$ cat src/rtl/ym6045c_arb_pkg.sv
// Shared types and defaults for the YM6045C 68000 bus-grant controller.
// Holds the FSM state enum, the owner encoding and the parameter defaults
// used by ym6045c_bus_grant_ctrl and ym6045c_rfsh_timer.
package ym6045c_arb_pkg;

  typedef enum logic [2:0] {
    IDLE,
    REQ,
    ACK,
    HOLD,
    SWITCH,
    REL
  } state_e;

  typedef enum logic [1:0] {
    OWN_NONE = 2'd0,
    OWN_RFSH = 2'd1,
    OWN_VDP  = 2'd2,
    OWN_Z80  = 2'd3
  } owner_e;

  localparam int unsigned RFSH_PERIOD_DEF = 128;
  localparam int unsigned RFSH_LEN_DEF    = 4;
  localparam int unsigned BG_TIMEOUT_DEF  = 255;
  localparam int unsigned MAX_CHAIN_DEF   = 2;

  // Fixed priority: refresh > VDP > Z80.
  function automatic owner_e pick_winner(input logic rfsh, input logic vdp,
                                         input logic z80);
    if (rfsh)     return OWN_RFSH;
    else if (vdp) return OWN_VDP;
    else if (z80) return OWN_Z80;
    else          return OWN_NONE;
  endfunction

endpackage

$ cat src/rtl/ym6045c_rfsh_timer.sv
// DRAM refresh request timer.
// Counts 0..RFSH_PERIOD-1 on MCLK; each wrap raises rfsh_pend, which stays
// high until the controller pulses clr (on the edge that enters a refresh
// HOLD). A wrap while already pending is absorbed (no queueing).
// Ports:
//   MCLK      in   master clock
//   RESET     in   synchronous active-high reset
//   clr       in   clear the pending refresh request
//   rfsh_pend out  refresh request pending
module ym6045c_rfsh_timer
  import ym6045c_arb_pkg::*;
#(
  parameter int unsigned RFSH_PERIOD = RFSH_PERIOD_DEF
) (
  input  logic MCLK,
  input  logic RESET,
  input  logic clr,
  output logic rfsh_pend
);

  localparam int unsigned CW = $clog2(RFSH_PERIOD);

  logic [CW-1:0] cnt;
  logic          wrap;

  assign wrap = (cnt == CW'(RFSH_PERIOD - 1));

  always_ff @(posedge MCLK) begin
    if (RESET) begin
      cnt       <= '0;
      rfsh_pend <= 1'b0;
    end else begin
      cnt <= wrap ? '0 : cnt + 1'b1;
      // A fresh wrap wins over a simultaneous clear so that period is not lost.
      if (wrap)
        rfsh_pend <= 1'b1;
      else if (clr)
        rfsh_pend <= 1'b0;
    end
  end

endmodule

$ cat src/rtl/ym6045c_bus_grant_ctrl.sv
// YM6045C 68000 bus-sharing controller.
// Acquires the 68000 bus through BR/BG/BGACK on behalf of DRAM refresh,
// VDP DMA and Z80 banked access, grants by fixed priority without
// preemption (up to MAX_CHAIN grants per tenure), then releases the bus.
// Ports:
//   MCLK, RESET               clock, synchronous active-high reset
//   m68k_bg_n, m68k_as_n      68000 bus grant / address strobe (registered)
//   m68k_br_n, m68k_bgack_n   bus request / bus grant acknowledge
//   vdp_req, z80_req          level requests, held until done
//   rfsh_gnt, vdp_gnt, z80_gnt  one-hot (or zero) grants
//   owner                     0 none, 1 refresh, 2 VDP, 3 Z80
//   busy                      state != IDLE
//   err_timeout               sticky BG timeout flag
module ym6045c_bus_grant_ctrl
  import ym6045c_arb_pkg::*;
#(
  parameter int unsigned RFSH_PERIOD = RFSH_PERIOD_DEF,
  parameter int unsigned RFSH_LEN    = RFSH_LEN_DEF,
  parameter int unsigned BG_TIMEOUT  = BG_TIMEOUT_DEF,
  parameter int unsigned MAX_CHAIN   = MAX_CHAIN_DEF
) (
  input  logic       MCLK,
  input  logic       RESET,
  input  logic       m68k_bg_n,
  input  logic       m68k_as_n,
  output logic       m68k_br_n,
  output logic       m68k_bgack_n,
  input  logic       vdp_req,
  input  logic       z80_req,
  output logic       rfsh_gnt,
  output logic       vdp_gnt,
  output logic       z80_gnt,
  output logic [1:0] owner,
  output logic       busy,
  output logic       err_timeout
);

  localparam int unsigned WCW = $clog2(BG_TIMEOUT + 1);
  localparam int unsigned HCW = $clog2(RFSH_LEN + 1);
  localparam int unsigned CHW = $clog2(MAX_CHAIN + 1);

  state_e         state_q, state_d;
  owner_e         win_q, win_d;
  logic [CHW-1:0] chain_q, chain_d;
  logic [WCW-1:0] wcnt_q, wcnt_d;
  logic [HCW-1:0] hcnt_q, hcnt_d;
  logic           bg_q, as_q;
  logic           rfsh_pend, rfsh_clr;
  logic           any_req, hold_done, err_set;

  logic           br_n_d, bgack_n_d, busy_d;
  logic           rfsh_gnt_d, vdp_gnt_d, z80_gnt_d;
  owner_e         own_d;

  ym6045c_rfsh_timer #(
    .RFSH_PERIOD(RFSH_PERIOD)
  ) u_rfsh_timer (
    .MCLK     (MCLK),
    .RESET    (RESET),
    .clr      (rfsh_clr),
    .rfsh_pend(rfsh_pend)
  );

  assign any_req = rfsh_pend | vdp_req | z80_req;

  // ACK and SWITCH always lead into HOLD, so this is the HOLD-entry edge.
  assign rfsh_clr = ((state_q == ACK) || (state_q == SWITCH)) && (win_q == OWN_RFSH);

  // State register and FSM bookkeeping
  always_ff @(posedge MCLK) begin
    if (RESET) begin
      state_q     <= IDLE;
      win_q       <= OWN_NONE;
      chain_q     <= '0;
      wcnt_q      <= '0;
      hcnt_q      <= '0;
      bg_q        <= 1'b1;
      as_q        <= 1'b1;
      err_timeout <= 1'b0;
    end else begin
      state_q <= state_d;
      win_q   <= win_d;
      chain_q <= chain_d;
      wcnt_q  <= wcnt_d;
      hcnt_q  <= hcnt_d;
      bg_q    <= m68k_bg_n;
      as_q    <= m68k_as_n;
      if (err_set)
        err_timeout <= 1'b1;
    end
  end

  // Next-state logic
  always_comb begin
    state_d   = state_q;
    win_d     = win_q;
    chain_d   = chain_q;
    wcnt_d    = wcnt_q;
    hcnt_d    = hcnt_q;
    err_set   = 1'b0;
    hold_done = 1'b0;
    case (state_q)
      IDLE: begin
        if (any_req) begin
          state_d = REQ;
          // Counts REQ cycles including the current one.
          wcnt_d  = WCW'(1);
        end
      end
      REQ: begin
        if (!bg_q && as_q) begin
          state_d = ACK;
          win_d   = pick_winner(rfsh_pend, vdp_req, z80_req);
          chain_d = CHW'(1);
        end else if (!any_req) begin
          state_d = IDLE;
        end else if (wcnt_q == WCW'(BG_TIMEOUT)) begin
          err_set = 1'b1;
          state_d = IDLE;
        end else begin
          wcnt_d = wcnt_q + 1'b1;
        end
      end
      ACK: begin
        state_d = HOLD;
        hcnt_d  = '0;
      end
      HOLD: begin
        case (win_q)
          OWN_RFSH: hold_done = (hcnt_q == HCW'(RFSH_LEN - 1));
          OWN_VDP:  hold_done = !vdp_req;
          OWN_Z80:  hold_done = !z80_req;
          default:  hold_done = 1'b1;
        endcase
        hcnt_d = hcnt_q + 1'b1;
        if (hold_done) begin
          if (any_req && (chain_q < CHW'(MAX_CHAIN))) begin
            state_d = SWITCH;
            win_d   = pick_winner(rfsh_pend, vdp_req, z80_req);
            chain_d = chain_q + 1'b1;
          end else begin
            state_d = REL;
          end
        end
      end
      SWITCH: begin
        state_d = HOLD;
        hcnt_d  = '0;
      end
      REL: begin
        state_d = IDLE;
      end
      default: begin
        state_d = IDLE;
      end
    endcase
  end

  // Output decode from the upcoming state so outputs can be registered
  // and still line up with the state they belong to.
  always_comb begin
    br_n_d     = 1'b1;
    bgack_n_d  = 1'b1;
    own_d      = OWN_NONE;
    busy_d     = (state_d != IDLE);
    rfsh_gnt_d = 1'b0;
    vdp_gnt_d  = 1'b0;
    z80_gnt_d  = 1'b0;
    case (state_d)
      REQ: begin
        br_n_d = 1'b0;
      end
      ACK, SWITCH: begin
        bgack_n_d = 1'b0;
        own_d     = win_d;
      end
      HOLD: begin
        bgack_n_d  = 1'b0;
        own_d      = win_d;
        rfsh_gnt_d = (win_d == OWN_RFSH);
        vdp_gnt_d  = (win_d == OWN_VDP);
        z80_gnt_d  = (win_d == OWN_Z80);
      end
      default: begin
        br_n_d = 1'b1;
      end
    endcase
  end

  // Output registers
  always_ff @(posedge MCLK) begin
    if (RESET) begin
      m68k_br_n    <= 1'b1;
      m68k_bgack_n <= 1'b1;
      rfsh_gnt     <= 1'b0;
      vdp_gnt      <= 1'b0;
      z80_gnt      <= 1'b0;
      owner        <= OWN_NONE;
      busy         <= 1'b0;
    end else begin
      m68k_br_n    <= br_n_d;
      m68k_bgack_n <= bgack_n_d;
      rfsh_gnt     <= rfsh_gnt_d;
      vdp_gnt      <= vdp_gnt_d;
      z80_gnt      <= z80_gnt_d;
      owner        <= own_d;
      busy         <= busy_d;
    end
  end

endmodule

$ cat config.mk
export PLATFORM = sky130hd
export DESIGN_NAME = ym6045c_bus_grant_ctrl
export DESIGN_NICKNAME = d
export VERILOG_FILES = /design/src/rtl/ym6045c_arb_pkg.sv /design/src/rtl/ym6045c_rfsh_timer.sv /design/src/rtl/ym6045c_bus_grant_ctrl.sv
export SDC_FILE = /design/constraint.sdc
export NUM_CORES = 1
export LEC_CHECK = 0
export ABC_AREA = 1
export BUFFER_PORTS_ARGS = -buffer_cell sky130_fd_sc_hd__buf_2
export CAP_MARGIN = 0
export CORE_UTILIZATION = 42
export DETAILED_ROUTE_END_ITERATION = 10
export PLACE_DENSITY = 0.7
export SLEW_MARGIN = 0
export SYNTH_ARGS = -nofsm -noshare
export SYNTH_HDL_FRONTEND = slang
export SYNTH_SLANG_ARGS = --single-unit
$ cat constraint.sdc
create_clock -name MCLK -period 1.3 [get_ports MCLK]
set_clock_uncertainty 0.05 [all_clocks]
set_input_delay 0.13 -clock MCLK [delete_from_list [all_inputs] [get_ports MCLK]]
set_output_delay 0.13 -clock MCLK [all_outputs]
set_load 0.05 [all_outputs]
==> impl_summary.log, run 1 <==
[metrics] net switching power: 0.000654 W
[metrics] # IOs: 15
[metrics] fraction of final layout cells with drive strength greater than 1: 53.4%
[metrics] DR WL/cell: 11.6 um
[metrics] Achievable Freq: 671 MHz
[metrics] fin area: 2630 um^2
[metrics] total die area: 4530 um^2
[metrics] Synth Cell Area: 1790 um^2
[metrics] worst path required time: 1.48 ns
[metrics] # rows: 23
[metrics] final setup slack of the worst path: -0.191 ns
[metrics] count of cell types in the netlist: 31
[metrics] ys flop type: sky130_fd_sc_hd__dfxtp_1
[metrics] global-route wire length before repair: 6290 um
[metrics] status: complete, but fails checks
[metrics] max-slew violation total from the final report: 0
[metrics] count of synthesis-stage warnings from yosys: 0
[metrics] clock root buffer: sky130_fd_sc_hd__clkbuf_8
[metrics] portion of synthesized cell area occupied by the leading cell type: 41.3%
[metrics] type of the tightest min-delay check: in2reg
[metrics] final sum of negative setup slack: -2.34 ns
[metrics] Sw Ratio: 26.5%
[metrics] Routed Antenna Nets: 0
[metrics] share of power burned in combinational logic: 16.3%
[metrics] minimum clock period after layout: 1.49 ns
[metrics] delay-heaviest family, CP: simple AND/OR/NAND/NOR gates
[metrics] worst-skew pair later-pin latency: 0.29 ns
[metrics] transition time at the pin with the least slew margin: 0.357 ns
[metrics] Floorplan Core Area: 4060 um^2
[metrics] first-iteration detailed-routing DRC count: 101
[metrics] leakage dissipation: 1.17 nW
[metrics] part of the power in registers: 48.7%
[metrics] area leader, netlist: sky130_fd_sc_hd__dfxtp_1
[metrics] area after detailed placement: 2180 um^2
[metrics] number of clock sinks seen by CTS: 37
[metrics] global-route congestion overflow total: 0
[metrics] Final period util: 115%
[metrics] largest net degree at the start of global routing: 19
[metrics] area added between synthesis and finish: 46.7%
[metrics] most used standard cell by instance count after synthesis: sky130_fd_sc_hd__nand2_1
[metrics] data arrival time of the critical path: 1.67 ns
[metrics] cells after synthesis: 237
[metrics] nets@finish: 304
[metrics] Chip Height: 67.3 um
[metrics] violations in the final reports: setup timing
[metrics] crit-path most repeated cell: sky130_fd_sc_hd__nand2_4
[metrics] starting density of the core: 44.2%
[metrics] CP peak stage delay: 0.34 ns
[metrics] share of synthesized area occupied by flip-flops and latches: 41.3%
[metrics] total via count in the routed design: 1664
[metrics] worst vdd rail ir drop: 749 uV
[metrics] clock buffers created by TritonCTS: 5
[metrics] maximum fanout count along the critical path: 4
[metrics] routability cong.: 0.825
[metrics] Worst slew margin: 76.0%
[metrics] clock slew seen by the registers of the worst setup and hold paths: 0.07 ns
[metrics] H-tree Lvls: 2
[metrics] Port Buf Inserts: 14
[metrics] cell type of the slowest stage on the worst timing path: sky130_fd_sc_hd__dfxtp_2
[metrics] capturing element type of the critical path: flop
[metrics] Hold Slack: 0.231 ns
[metrics] unrepaired setup endpoints after global routing: true
[metrics] number of antenna violations at the first check in global routing: 0
[metrics] fraction of registers with async set/reset: 0%
[metrics] clock tree from TritonCTS: built
[metrics] synth top area cells: sky130_fd_sc_hd__dfxtp_1, sky130_fd_sc_hd__nand2_1, sky130_fd_sc_hd__inv_1
[metrics] Internal Dissipation: 0.00181 W
[metrics] total length of routed wires: 3980 um
[metrics] DP HPWL: 2600 um
[metrics] post-synthesis sequential element count: 37
[metrics] Post-Syn Area per Cell: 7.57 um^2
[metrics] global-route total usage across every layer: 18.7%
[metrics] die width: 67.3 um
[metrics] number of buffer and inverter stages on the critical path: 0
[metrics] number of DRC violations after detailed routing: 0
[metrics] number of nets produced by synthesis: 247
[metrics] max-cap violation count: 0
[metrics] hold violation total from the final report: 0
[metrics] detailed-route vias per instance: 4.84
[metrics] Inserted Diodes: 0
[metrics] crit-path cells: ha_4, ha_4, nand3b_1, nand2_2, nand2_4, nand2_4, nand2_4, nand2_4, nand2_2, nor2_1
[metrics] pre-CTS setup slack: -0.177 ns
[metrics] Final Util: 64.8%
[metrics] Max clock buf depth: 2
[metrics] startpoint kind of the worst setup timing path: flop
[metrics] number of setup violations in the final report: 21
[metrics] number of iterations in the first detailed-routing pass: 4
[metrics] power share of the clock group: 35.1%
[metrics] via count of the first global-routing pass: 1550
[metrics] category of the most critical setup path: reg2reg
[metrics] pwr/cell area: 937 nW/um^2
[metrics] most instantiated cells after synthesis: sky130_fd_sc_hd__nand2_1, sky130_fd_sc_hd__dfxtp_1, sky130_fd_sc_hd__inv_1, sky130_fd_sc_hd__nor2_1, sky130_fd_sc_hd__a21oi_1
[metrics] Post-synth EDFFs: 0
## kinds of logic after synthesis
logic type      count (synthesis)  share of synthesized area, %
flops                          37                          41.3
fa+ha+maj                       4                          2.79
simple gates                  130                          37.9
buf+inv                        35                          7.68
compound gates                 27                          8.37
xor+xnor                        4                          1.95
## what timing repair did
action                                  CTS  global route
endpoints found under the hold margin     2             0
gates resized for setup                  22            53
hold buffers                              2             0
endpoints found under the setup margin   27            30
pin swaps                                 6            22
buffers inserted                          6             4
## layout by cell type, fill, tap and decap left out, types with 12 or more instances in the layout
cell type	synthesis	layout
sky130_fd_sc_hd__nor2_1	25	14
sky130_fd_sc_hd__buf_2	1	14
sky130_fd_sc_hd__nor2_2	8	14
sky130_fd_sc_hd__nand2_1	56	39
sky130_fd_sc_hd__buf_4	0	30
sky130_fd_sc_hd__nand2_2	11	21
sky130_fd_sc_hd__dfxtp_1	37	26
sky130_fd_sc_hd__nand2_4	5	12
sky130_fd_sc_hd__inv_1	25	25
## worst paths after layout
check / slack [ns] / from / cells after the start / end
setup reg to reg: -0.19 / hcnt_q[1]$_SDFFE_PP0P_ / 10 / rfsh_gnt$_SDFF_PP0_
hold reg to reg: 0.42 / chain_q[1]$_SDFFE_PP0P_ / 2 / chain_q[1]$_SDFFE_PP0P_
setup / recovery: -0.19 / hcnt_q[1]$_SDFFE_PP0P_ / 10 / rfsh_gnt$_SDFF_PP0_
hold / removal: 0.23 / RESET / 3 / wcnt_q[3]$_SDFFE_PP0P_
## layer usage
metal  GRT usage [%]  share of wire (%)  vias up
met4            5.59                1.5        0
met2            33.6                 53       35
met1            20.6                 42      772
li1                -                  -      850
met3            6.08                3.7        7
met5               0                  0        -
## stage by stage
stage | power (W) | std cells
after floorplan | 0.00143 | 237
after global placement | 0.00154 | 326
after detailed placement | 0.00154 | 326
after CTS | 0.00244 | 341
after global routing | 0.00259 | 344
final | 0.00247 | 344
## area by class of cell
cell class | instances | area, um^2
Clock inverter | 1 | 5.00
Inverter | 33 | 134
Fill cell | 320 | 1430
Timing Repair Buffer | 52 | 392
Sequential cell | 37 | 757
Tap cell | 50 | 62.6
Multi-Input combinational cell | 165 | 1190
Clock buffer | 6 | 93.8
## power groups by stage
stage / Sequential, W / Combinational (W) / Clock, W
3_3_place_gp: 0.00122 / 0.000321 / 0
2_1_floorplan: 0.00125 / 0.000177 / 0
4_1_cts: 0.00120 / 0.000352 / 0.000889
3_5_place_dp: 0.00122 / 0.000326 / 0
5_1_grt: 0.00120 / 0.000435 / 0.000950
6_report: 0.00120 / 0.000401 / 0.000865
## state kept, by name, indices dropped and copies added (netlist names), 2 cells and up
| register | cells |
|---|---|
| chain_q | 2 |
| hcnt_q | 3 |
| u_rfsh_timer.cnt | 7 |
| state_q | 3 |
| owner | 2 |
| win_q | 2 |
| wcnt_q | 8 |
## worst reg2reg max path: cells and delay by family, from the launching register on
| kind | cells | cell delay, ns |
|---|---|---|
| fa+ha+maj | 2 | 0.30 |
| flops | 1 | 0.34 |
| simple gates | 8 | 0.77 |
Power figures use the tool's default switching activity.
==> run 2: changes to the inputs <==
--- a/config.mk
+++ b/config.mk
@@ -8,9 +8,11 @@
 export ABC_AREA = 1
 export BUFFER_PORTS_ARGS = -buffer_cell sky130_fd_sc_hd__buf_2
 export CAP_MARGIN = 0
+export CORE_MARGIN = 2
 export CORE_UTILIZATION = 42
 export DETAILED_ROUTE_END_ITERATION = 10
 export PLACE_DENSITY = 0.7
+export RECOVER_POWER = 25
 export SLEW_MARGIN = 0
 export SYNTH_ARGS = -nofsm -noshare
 export SYNTH_HDL_FRONTEND = slang
==> impl_summary.log, run 2 (synthesis results as in run 1) <==
[metrics] status: complete, but fails checks (unchanged)
[metrics] violations in the final reports: setup timing (unchanged)
[metrics] Achievable Freq: 672 MHz (was 671 MHz)
[metrics] via count of the first global-routing pass: 1611 (was 1550)
[metrics] number of DRC violations after detailed routing: 0 (unchanged)
[metrics] Biggest register: wcnt_q (unchanged)
[metrics] DR WL/cell: 11.3 um (was 11.6 um)
[metrics] number of stages on the worst setup path: 10 (unchanged)
[metrics] worst path required time: 1.48 ns (about the same)
[metrics] cell type of the slowest stage on the worst timing path: sky130_fd_sc_hd__dfxtp_2 (unchanged)
[metrics] starting density of the core: 44.2% (unchanged)
[metrics] area added between synthesis and finish: 45.0% (was 46.7%)
[metrics] worst setup path endpoint: rfsh_gnt$_SDFF_PP0_ (unchanged)
[metrics] clock tree from TritonCTS: built (unchanged)
[metrics] largest net degree at the start of global routing: 19 (unchanged)
[metrics] depth of the worst register-to-register path: 10 (unchanged)
[metrics] Chip Height: 69.3 um (was 67.3 um)
[metrics] number of antenna violations at the first check in global routing: 0 (unchanged)
[metrics] leakage dissipation: 1.16 nW (was 1.17 nW)
[metrics] first-iteration detailed-routing DRC count: 68 (was 101)
[metrics] Max clock buf depth: 2 (unchanged)
[metrics] Hold Slack: 0.222 ns (was 0.231 ns)
[metrics] worst vdd rail ir drop: 550 uV (was 749 uV)
[metrics] Floorplan Core Area: 4060 um^2 (unchanged)
[metrics] Final period util: 114% (was 115%)
[metrics] data arrival time of the critical path: 1.67 ns (about the same)
[metrics] FF-to-FF setup slack: -0.19 ns (about the same)
[metrics] Worst slew margin: 79.9% (was 76.0%)
[metrics] minimum clock period after layout: 1.49 ns (about the same)
[metrics] number of flip-flops in the largest register: 8 (unchanged)
[metrics] maximum fanout count along the critical path: 4 (unchanged)
[metrics] GRT met1 Usage: 21.0% (was 20.6%)
[metrics] total die area: 4810 um^2 (was 4530 um^2)
[metrics] start point of the critical path: hcnt_q[1]$_SDFFE_PP0P_ (unchanged)
[metrics] capturing element type of the critical path: flop (unchanged)
[metrics] Final Util: 64.1% (was 64.8%)
[metrics] type of the tightest min-delay check: in2reg (unchanged)
[metrics] CP peak stage delay: 0.34 ns (about the same)
[metrics] hold violation total from the final report: 0 (unchanged)
[metrics] global-route met2 utilization: 30.3% (was 33.6%)
[metrics] unrepaired setup endpoints after global routing: true (unchanged)
[metrics] max-cap violation count: 0 (unchanged)
[metrics] global-route total usage across every layer: 17.8% (was 18.7%)
[metrics] number of iterations in the first detailed-routing pass: 4 (unchanged)
[metrics] biggest regs: wcnt_q: 8 flops, u_rfsh_timer.cnt: 7 flops (unchanged)
[metrics] pwr/cell area: 949 nW/um^2 (was 937 nW/um^2)
[metrics] reg-to-reg critical path startpoint: hcnt_q[1]$_SDFFE_PP0P_ (unchanged)
[metrics] total power: 0.00247 W (about the same)
[metrics] clock buffers created by TritonCTS: 5 (unchanged)
[metrics] # IOs: 15 (unchanged)
[metrics] clock slew seen by the registers of the worst setup and hold paths: 0.07 ns (about the same)
[metrics] Routed Antenna Nets: 0 (unchanged)
[metrics] final setup slack of the worst path: -0.187 ns (was -0.191 ns)
[metrics] most common cell after layout, fill and taps aside: sky130_fd_sc_hd__nand2_1 (unchanged)
[metrics] crit-path cells: ha_4, ha_4, nand3b_1, nand2_2, nand2_4, nand2_4, nand2_4, nand2_4, nand2_2, nor2_1 (unchanged)
[metrics] startpoint kind of the worst setup timing path: flop (unchanged)
[metrics] routability cong.: 0.817 (was 0.825)
[metrics] die width: 69.3 um (was 67.3 um)
[metrics] gr busiest metal: met2 (unchanged)
[metrics] nets@finish: 306 (was 304)
[metrics] total length of routed wires: 3910 um (was 3980 um)
[metrics] number of setup violations in the final report: 16 (was 21)
[metrics] crit-path most repeated cell: sky130_fd_sc_hd__nand2_4 (unchanged)
[metrics] category of the most critical setup path: reg2reg (unchanged)
[metrics] Port Buf Inserts: 14 (unchanged)
[metrics] Inserted Diodes: 0 (unchanged)
[metrics] H-tree Lvls: 2 (unchanged)
[metrics] number of buffer and inverter stages on the critical path: 0 (unchanged)
[metrics] global-route congestion overflow total: 0 (unchanged)
[metrics] transition time at the pin with the least slew margin: 0.299 ns (was 0.357 ns)
[metrics] M3 GR Usage: 5.67% (was 6.08%)
[metrics] clock root buffer: sky130_fd_sc_hd__clkbuf_8 (unchanged)
[metrics] number of clock sinks seen by CTS: 37 (unchanged)
[metrics] total of fill cells in the finished design: 346 (was 320)
[metrics] # rows: 23 (unchanged)
[metrics] Reg2Reg Capture Point: rfsh_gnt$_SDFF_PP0_ (unchanged)
[metrics] fraction of final layout cells with drive strength greater than 1: 50.8% (was 53.4%)
[metrics] max-slew violation total from the final report: 0 (unchanged)
[metrics] DP HPWL: 2730 um (was 2600 um)
[metrics] most frequent cells in the layout: sky130_fd_sc_hd__nand2_1, sky130_fd_sc_hd__buf_4, sky130_fd_sc_hd__dfxtp_1, sky130_fd_sc_hd__inv_1, sky130_fd_sc_hd__nand2_2 (unchanged)
[metrics] worst-skew pair later-pin latency: 0.29 ns (about the same)
[metrics] delay-heaviest family, CP: simple AND/OR/NAND/NOR gates (unchanged)
[metrics] total via count in the routed design: 1632 (was 1664)
[metrics] detailed-route vias per instance: 4.70 (was 4.84)
[metrics] global-route wire length before repair: 6820 um (was 6290 um)
==> run 2: changes by cell type in the layout (fill, tap and decap cells not counted), moves of 2 or more <==
cell,before,now
sky130_fd_sc_hd__nor2_1,14,18
sky130_fd_sc_hd__buf_2,14,12
sky130_fd_sc_hd__clkbuf_2,0,2
sky130_fd_sc_hd__dfxtp_4,1,3
sky130_fd_sc_hd__clkbuf_8,5,7
sky130_fd_sc_hd__nor2_2,14,9
sky130_fd_sc_hd__buf_6,5,3
sky130_fd_sc_hd__nand2_4,12,10
sky130_fd_sc_hd__buf_4,30,34
sky130_fd_sc_hd__dfxtp_2,10,8
sky130_fd_sc_hd__nand2_1,39,42
==> run 2: worst min-delay path by stage <==
stage,cells past startpoint,start,to,slack (ns)
floorplan,1,m68k_as_n,as_q$_SDFF_PP1_,0.18
global placement,2,m68k_as_n,as_q$_SDFF_PP1_,0.27
detailed placement,2,m68k_bg_n,bg_q$_SDFF_PP1_,0.28
CTS,4,RESET,busy$_SDFF_PP0_,0.21
global route,4,RESET,busy$_SDFF_PP0_,0.25
finish,4,RESET,busy$_SDFF_PP0_,0.22
==> run 2: worst min-delay path: cells and delay by family <==
family	cells	cell delay, ns
simple gates	2	0.12
buf+inv	2	0.29
==> run 2: repair_timing <==
action / CTS / global route
hold buffers: 2 / 0
gates resized for setup: 30 / 33
endpoints found under the setup margin: 28 / 30
hold endpoints to repair: 2 / 0
buffers inserted: 5 / 1
cloned: 0 / 0
pin swaps: 18 / 17
==> run 2: final cells by class <==
type	count	area (um^2)	share of cell area [%]
Timing Repair Buffer	54	399	15.4
Inverter	33	134	5.15
Tap cell	50	62.6	2.41
Clock buffer	7	96.3	3.71
Clock inverter	1	5.00	0.192
Sequential cell	37	762	29.3
Multi-Input combinational cell	165	1140	43.9
==> run 2: metrics by stage <==
stage	worst slack (ns)	cells	TNS, ns	area (um^2)
2_1_floorplan	-0.104	237	-0.820	1840
3_3_place_gp	-0.141	331	-2.12	2220
3_5_place_dp	-0.186	331	-2.86	2220
4_1_cts	-0.181	346	-2.00	2480
5_1_grt	-0.283	347	-4.03	2600
6_report	-0.187	347	-2.00	2600
==> run 2: report_power, final <==
group,total [W],internal (W),switching (W)
clock,0.000880,0.000479,0.000401
sequential,0.00119,0.00117,0.0000275
combinational,0.000392,0.000162,0.000230
total,0.00247,0.00181,0.000659
==> run 2: metal layers <==
layer | up-vias | part of all wire (%)
met3 | 4 | 4.0
li1 | 858 | -
met2 | 31 | 50
met4 | 0 | 0.97
met1 | 739 | 45
met5 | - | 0
